File: src/rtl/pi1_arbiter_pkg.sv
// Shared definitions for the pi1 round-robin arbiter: op encodings, FSM state, clog2.
// Build option PI1ARB_FIXEDPRIO_EN (see pi1_arbiter.sv) needs nothing from this package.
package pi1_arbiter_pkg;

  localparam logic [1:0] MEMNOOP        = 2'b00;
  localparam logic [1:0] MEMWRITEOP     = 2'b01;
  localparam logic [1:0] MEMREADOP      = 2'b10;
  localparam logic [1:0] MEMREADWRITEOP = 2'b11;

  typedef enum logic [1:0] {
    IDLE  = 2'd0,
    ISSUE = 2'd1,
    RESP  = 2'd2
  } state_t;

  function automatic int unsigned clog2(input int unsigned v);
    int unsigned r;
    r = 0;
    for (int unsigned k = 0; k < 32; k++) begin
      if ((64'd1 << r) < 64'(v)) r = r + 1;
    end
    return r;
  endfunction

endpackage

File: src/rtl/pi1_arbiter_rrsel.sv
// Combinational circular priority picker: first requester at or after ptr_i wins.
// With PI1ARB_FIXEDPRIO_EN the parent ties ptr_i to zero, giving lowest-index priority.
module pi1_arbiter_rrsel
  import pi1_arbiter_pkg::*;
#(
  parameter  int unsigned MSTRCNT = 2,
  localparam int unsigned IDXW    = clog2(MSTRCNT)
) (
  input  logic [MSTRCNT-1:0] req_i,
  input  logic [IDXW-1:0]    ptr_i,
  output logic [MSTRCNT-1:0] gnt_o,
  output logic [IDXW-1:0]    idx_o,
  output logic               vld_o
);

  logic [IDXW:0] cand;

  // One extra bit on cand so ptr+offset can exceed MSTRCNT-1 before the wrap.
  always_comb begin
    gnt_o = '0;
    idx_o = '0;
    vld_o = 1'b0;
    cand  = '0;
    for (int unsigned off = 0; off < MSTRCNT; off++) begin
      cand = {1'b0, ptr_i} + (IDXW+1)'(off);
      if (cand >= (IDXW+1)'(MSTRCNT)) cand = cand - (IDXW+1)'(MSTRCNT);
      if (!vld_o && req_i[cand[IDXW-1:0]]) begin
        vld_o                  = 1'b1;
        gnt_o[cand[IDXW-1:0]]  = 1'b1;
        idx_o                  = cand[IDXW-1:0];
      end
    end
  end

endmodule

File: src/rtl/pi1_arbiter.sv
// Merges MSTRCNT pi1 master ports into one slave port, one transaction in flight.
// Define PI1ARB_FIXEDPRIO_EN for lowest-index-wins priority instead of round-robin.
module pi1_arbiter
  import pi1_arbiter_pkg::*;
#(
  parameter  int unsigned ARCHBITSZ = 32,
  parameter  int unsigned MSTRCNT   = 2,
  localparam int unsigned SELBITSZ  = ARCHBITSZ / 8,
  localparam int unsigned ADDRBITSZ = ARCHBITSZ - clog2(SELBITSZ),
  localparam int unsigned IDXW      = clog2(MSTRCNT)
) (
  input  logic                          clk_i,
  input  logic                          rst_ni,
  input  logic [2*MSTRCNT-1:0]          m_op_i,
  input  logic [ADDRBITSZ*MSTRCNT-1:0]  m_addr_i,
  input  logic [ARCHBITSZ*MSTRCNT-1:0]  m_data_i,
  input  logic [SELBITSZ*MSTRCNT-1:0]   m_sel_i,
  output logic [ARCHBITSZ-1:0]          m_data_o,
  output logic [MSTRCNT-1:0]            m_rdy_o,
  output logic [1:0]                    s_op_o,
  output logic [ADDRBITSZ-1:0]          s_addr_o,
  output logic [ARCHBITSZ-1:0]          s_data_o,
  output logic [SELBITSZ-1:0]           s_sel_o,
  input  logic [ARCHBITSZ-1:0]          s_data_i,
  input  logic                          s_rdy_i
);

  state_t                state_q, state_d;
  logic [IDXW-1:0]       grant_q, grant_d;
  logic [1:0]            s_op_q, s_op_d;
  logic [ADDRBITSZ-1:0]  s_addr_q, s_addr_d;
  logic [ARCHBITSZ-1:0]  s_data_q, s_data_d;
  logic [SELBITSZ-1:0]   s_sel_q, s_sel_d;
  logic [ARCHBITSZ-1:0]  m_data_q, m_data_d;
  logic [MSTRCNT-1:0]    m_rdy_q, m_rdy_d;

  logic [MSTRCNT-1:0]    req;
  logic [IDXW-1:0]       sel_ptr;
  logic [MSTRCNT-1:0]    win_gnt;
  logic [IDXW-1:0]       win_idx;
  logic                  win_vld;
  logic [1:0]            win_op;
  logic [ADDRBITSZ-1:0]  win_addr;
  logic [ARCHBITSZ-1:0]  win_data;
  logic [SELBITSZ-1:0]   win_sel;
  logic [IDXW-1:0]       grant_nxt;

  always_comb begin
    req = '0;
    for (int unsigned i = 0; i < MSTRCNT; i++) begin
      req[i] = (m_op_i[2*i +: 2] != MEMNOOP);
    end
  end

`ifdef PI1ARB_FIXEDPRIO_EN
  assign sel_ptr = '0;
`else
  logic [IDXW-1:0] ptr_q, ptr_d;

  assign sel_ptr = ptr_q;

  always_comb begin
    ptr_d = ptr_q;
    if (state_q == RESP) ptr_d = grant_nxt;
  end

  always_ff @(posedge clk_i) begin
    if (!rst_ni) ptr_q <= '0;
    else         ptr_q <= ptr_d;
  end
`endif

  assign grant_nxt = (grant_q == IDXW'(MSTRCNT-1)) ? '0 : grant_q + IDXW'(1);

  pi1_arbiter_rrsel #(
    .MSTRCNT (MSTRCNT)
  ) u_rrsel (
    .req_i (req),
    .ptr_i (sel_ptr),
    .gnt_o (win_gnt),
    .idx_o (win_idx),
    .vld_o (win_vld)
  );

  // One-hot AND-OR mux of the winning master's request fields.
  always_comb begin
    win_op   = '0;
    win_addr = '0;
    win_data = '0;
    win_sel  = '0;
    for (int unsigned i = 0; i < MSTRCNT; i++) begin
      if (win_gnt[i]) begin
        win_op   = win_op   | m_op_i[2*i +: 2];
        win_addr = win_addr | m_addr_i[ADDRBITSZ*i +: ADDRBITSZ];
        win_data = win_data | m_data_i[ARCHBITSZ*i +: ARCHBITSZ];
        win_sel  = win_sel  | m_sel_i[SELBITSZ*i +: SELBITSZ];
      end
    end
  end

  always_comb begin
    state_d  = state_q;
    grant_d  = grant_q;
    s_op_d   = s_op_q;
    s_addr_d = s_addr_q;
    s_data_d = s_data_q;
    s_sel_d  = s_sel_q;
    m_data_d = m_data_q;
    m_rdy_d  = '0;
    case (state_q)
      IDLE: begin
        s_op_d = MEMNOOP;
        if (win_vld) begin
          s_op_d   = win_op;
          s_addr_d = win_addr;
          s_data_d = win_data;
          s_sel_d  = win_sel;
          grant_d  = win_idx;
          state_d  = ISSUE;
        end
      end
      ISSUE: begin
        if (s_rdy_i) begin
          m_data_d          = s_data_i;
          s_op_d            = MEMNOOP;
          m_rdy_d[grant_q]  = 1'b1;
          state_d           = RESP;
        end
      end
      RESP:    state_d = IDLE;
      default: state_d = IDLE;
    endcase
  end

  always_ff @(posedge clk_i) begin
    if (!rst_ni) begin
      state_q  <= IDLE;
      grant_q  <= '0;
      s_op_q   <= MEMNOOP;
      s_addr_q <= '0;
      s_data_q <= '0;
      s_sel_q  <= '0;
      m_data_q <= '0;
      m_rdy_q  <= '0;
    end else begin
      state_q  <= state_d;
      grant_q  <= grant_d;
      s_op_q   <= s_op_d;
      s_addr_q <= s_addr_d;
      s_data_q <= s_data_d;
      s_sel_q  <= s_sel_d;
      m_data_q <= m_data_d;
      m_rdy_q  <= m_rdy_d;
    end
  end

  assign s_op_o   = s_op_q;
  assign s_addr_o = s_addr_q;
  assign s_data_o = s_data_q;
  assign s_sel_o  = s_sel_q;
  assign m_data_o = m_data_q;
  assign m_rdy_o  = m_rdy_q;

endmodule

File: config.mk
export PLATFORM = sky130hd
export DESIGN_NAME = pi1_arbiter
export DESIGN_NICKNAME = d
export VERILOG_FILES = /design/src/rtl/pi1_arbiter_pkg.sv /design/src/rtl/pi1_arbiter_rrsel.sv /design/src/rtl/pi1_arbiter.sv
export SDC_FILE = /design/constraint.sdc
export NUM_CORES = 1
export LEC_CHECK = 0
export CAP_MARGIN = 30
export CORE_ASPECT_RATIO = 2
export CORE_MARGIN = 10
export CORE_UTILIZATION = 33
export CTS_CLUSTER_SIZE = 40
export DETAILED_ROUTE_END_ITERATION = 6
export HOLD_SLACK_MARGIN = 0.15
export PLACE_DENSITY_LB_ADDON = 0.2
export SYNTH_ARGS = -nofsm -noshare
export SYNTH_HDL_FRONTEND = slang
export SYNTH_SLANG_ARGS = --single-unit
File: constraint.sdc
create_clock -name clk_i -period 1.9 [get_ports clk_i]
set_clock_uncertainty 0.15 [all_clocks]
set_input_delay 0.57 -clock clk_i [delete_from_list [all_inputs] [get_ports clk_i]]
set_output_delay 0.57 -clock clk_i [all_outputs]
set_load 0.05 [all_outputs]
==> run summary <==
RSZ-0062 raised after global routing -> true
first drt pass iteration count -> 4
pwr/cell area -> 778 nW/um2
share of layout cells above drive strength 1 -> 23.8%
initial DRC count -> 211
Leak -> 3.35 nW
Critical Path Source Type -> input pin
crit path DAT -> 2020 ps
Synth Instances -> 484
CP Class -> in2reg
Synth area leader -> dfxtp_1
# setup viols final -> 0
Yosys reg bits -> 106
WL per Instance -> 21.1 um
dominant cells by area after synthesis -> dfxtp_1 49%, a221o_1 15%, nand2_1 12%
initial antenna violation count -> 0
P&R area growth vs syn -> 105%
max-slew violations -> 0
CP required -> 2040 ps
post-route cell area -> 8840 um2
DR vias/cell -> 5.26
post-synthesis sequential area ratio -> 49.2%
Clock Tree Buf Depth -> 2
adder-cell share of the synthesized area -> 0%
CTS H-tree depth -> 3
syn_nets -> 655
std cell rows -> 59
Syn Area/Cell -> 8.92 um2
Critical Path End Type -> register
core area -> 12,900 um2
clk_lat worst skew -> 340 ps
Rel. slew slack -> 74.5%
post-place setup slack -> -582 ps
Max VDD drop -> 641 uV
Die X -> 101 um
DP Wirelength -> 14,000 um
CTS Root Cell -> clkbuf_16
Total GRT Usage -> 20.3%
TritonCTS clock tree -> done
I/O pin total -> 273
most frequent cells in the layout -> 165 x clkdlybuf4s50_1, 133 x nand2_1, 112 x buf_12
clk sinks -> 106
Area after DPL -> 8300 um2
# DRC -> 0
PnR worst setup slack -> 15.9 ps
post-route insts no fill -> 904
Die Y -> 182 um
actual slew at the worst max-slew pin -> 383 ps
Cell variety after synth -> 28
placed cells -> 883
Final Hold Fails -> 0
mux contribution to synthesized area -> 0%
overall via count from detail_route -> 4,758
XOR/XNOR share of the synthesized area -> 0%
GP Congestion -> 0.808
Yosys warnings -> 0
most common cell after layout, fill and taps aside -> clkdlybuf4s50_1
die area -> 18,300 um2
Mapped Area -> 4320 um2
Synth Area in Compound Gates -> 30.6%
Initial Util -> 33.4%
largest net degree at the start of global routing -> 45
part of the cycle the worst path needs -> 99.2%
vias in the first global route -> 5,158
nets -> 919
FMAX -> 531 MHz
largest family of logic cells by synthesized area -> compound AO/OA/AOI/OAI gates
TritonCTS Buffers -> 9
I/O Buffers -> 272
fin crit period -> 1880 ps
CP max FO -> 17
Synth Area in Simple Gates -> 14.3%
Tightest Hold Check Type -> reg2reg
Routed Antenna Nets -> 0
global-route wire length before repair -> 29,400 um
Routed Wire Length -> 19,000 um
share of the synthesized area in the top cell type -> 49.2%
ant diodes -> 0
outcome -> finished clean
total grt overflow -> 0
max-cap violations -> 0
Clock transition at path regs -> 80 ps
-- synth_stat cells (all sizes together) --
cell type	instances
a21boi	34
a21oi	68
a221o	66
and2	1
and3	1
and3b	1
buf	25
clkbuf	24
dfxtp	106
inv	3
nand2	133
nand3b	1
nor2	3
nor2b	2
nor3	2
nor3b	2
o2111a	1
o21a	1
o21ai	2
o21ba	1
o31ai	1
o32ai	2
or3	1
or3b	1
or4	2
-- flip-flops by register name (all words and copies together) (netlist names) --
register	count
s_addr_o	30
m_rdy_o	2
s_data_o	32
grant_q	1
s_op_o	2
m_data_o	32
s_sel_o	4
state_q	2
ptr_q	1
-- per-stage QoR --
step           util (%)  hold slack [ps]  power [mW]  setup TNS [ps]
6_report           68.4              346        6.88               0
5_1_grt            68.4              372        7.13           -73.8
4_1_cts            68.4              350        6.93               0
3_5_place_dp       64.3              339        4.96          -37850
3_3_place_gp       64.3              314        4.92          -36110
2_1_floorplan         -              271        3.58            -552
-- cell type report --
type                    instances  area, um2
fillers                       959       4080
inverters                       3       11.3
multi-input cells             326       2060
clock inverters                 6       76.3
repair buffers                302       4150
clock buffers                   9        225
flip-flops and latches        106       2120
well taps                     152        190
-- timing repair --
item / CTS / global route
gates resized for setup: 28 / 8
hold buffers: 0 / 0
setup buffers: 3 / 0
cloned: 4 / 0
setup endpoints to repair: 67 / 9
pin swaps: 4 / 2
-- logic make-up (layout without fill, tap and decap cells) --
kind of cell / Yosys count / in the layout
and+or+nand+nor: 150 / 150
DFF: 106 / 106
AOI/OAI and AO/OA: 176 / 176
buffers and inverters: 52 / 320
-- worst max-delay path: stages --
cell           delay [ps]
dlygate4sd2_1         250
or4_4                 590
buf_4                 170
buf_12                160
a21oi_1               150
a221o_1               140
-- path summary, 6_finish.rpt --
kind	from	endpoint	slack (ps)	cells past startpoint
worst max-delay path	m_op_i[3]	s_data_o[5]	20	6
worst min-delay path	s_op_o[0]	s_op_o[0]	350	2
worst max register to register	state_q[1]	s_sel_o[2]	180	4
worst min register to register	s_op_o[0]	s_op_o[0]	350	2
-- layer usage --
layer / vias up / part of all wire (%) / track usage (%)
li1: 2267 / - / -
met1: 2234 / 34 / 20.2
met2: 219 / 54 / 36.9
met3: 38 / 7.6 / 6.50
met4: 0 / 3.7 / 8.58
met5: - / 0 / 0
-- power breakdown --
group          switching (mW)  internal, mW
Clock                   0.894          1.04
Combinational            1.12          1.22
Sequential              0.196          2.41
Total                    2.21          4.67
(Power assumes the default switching activity.)
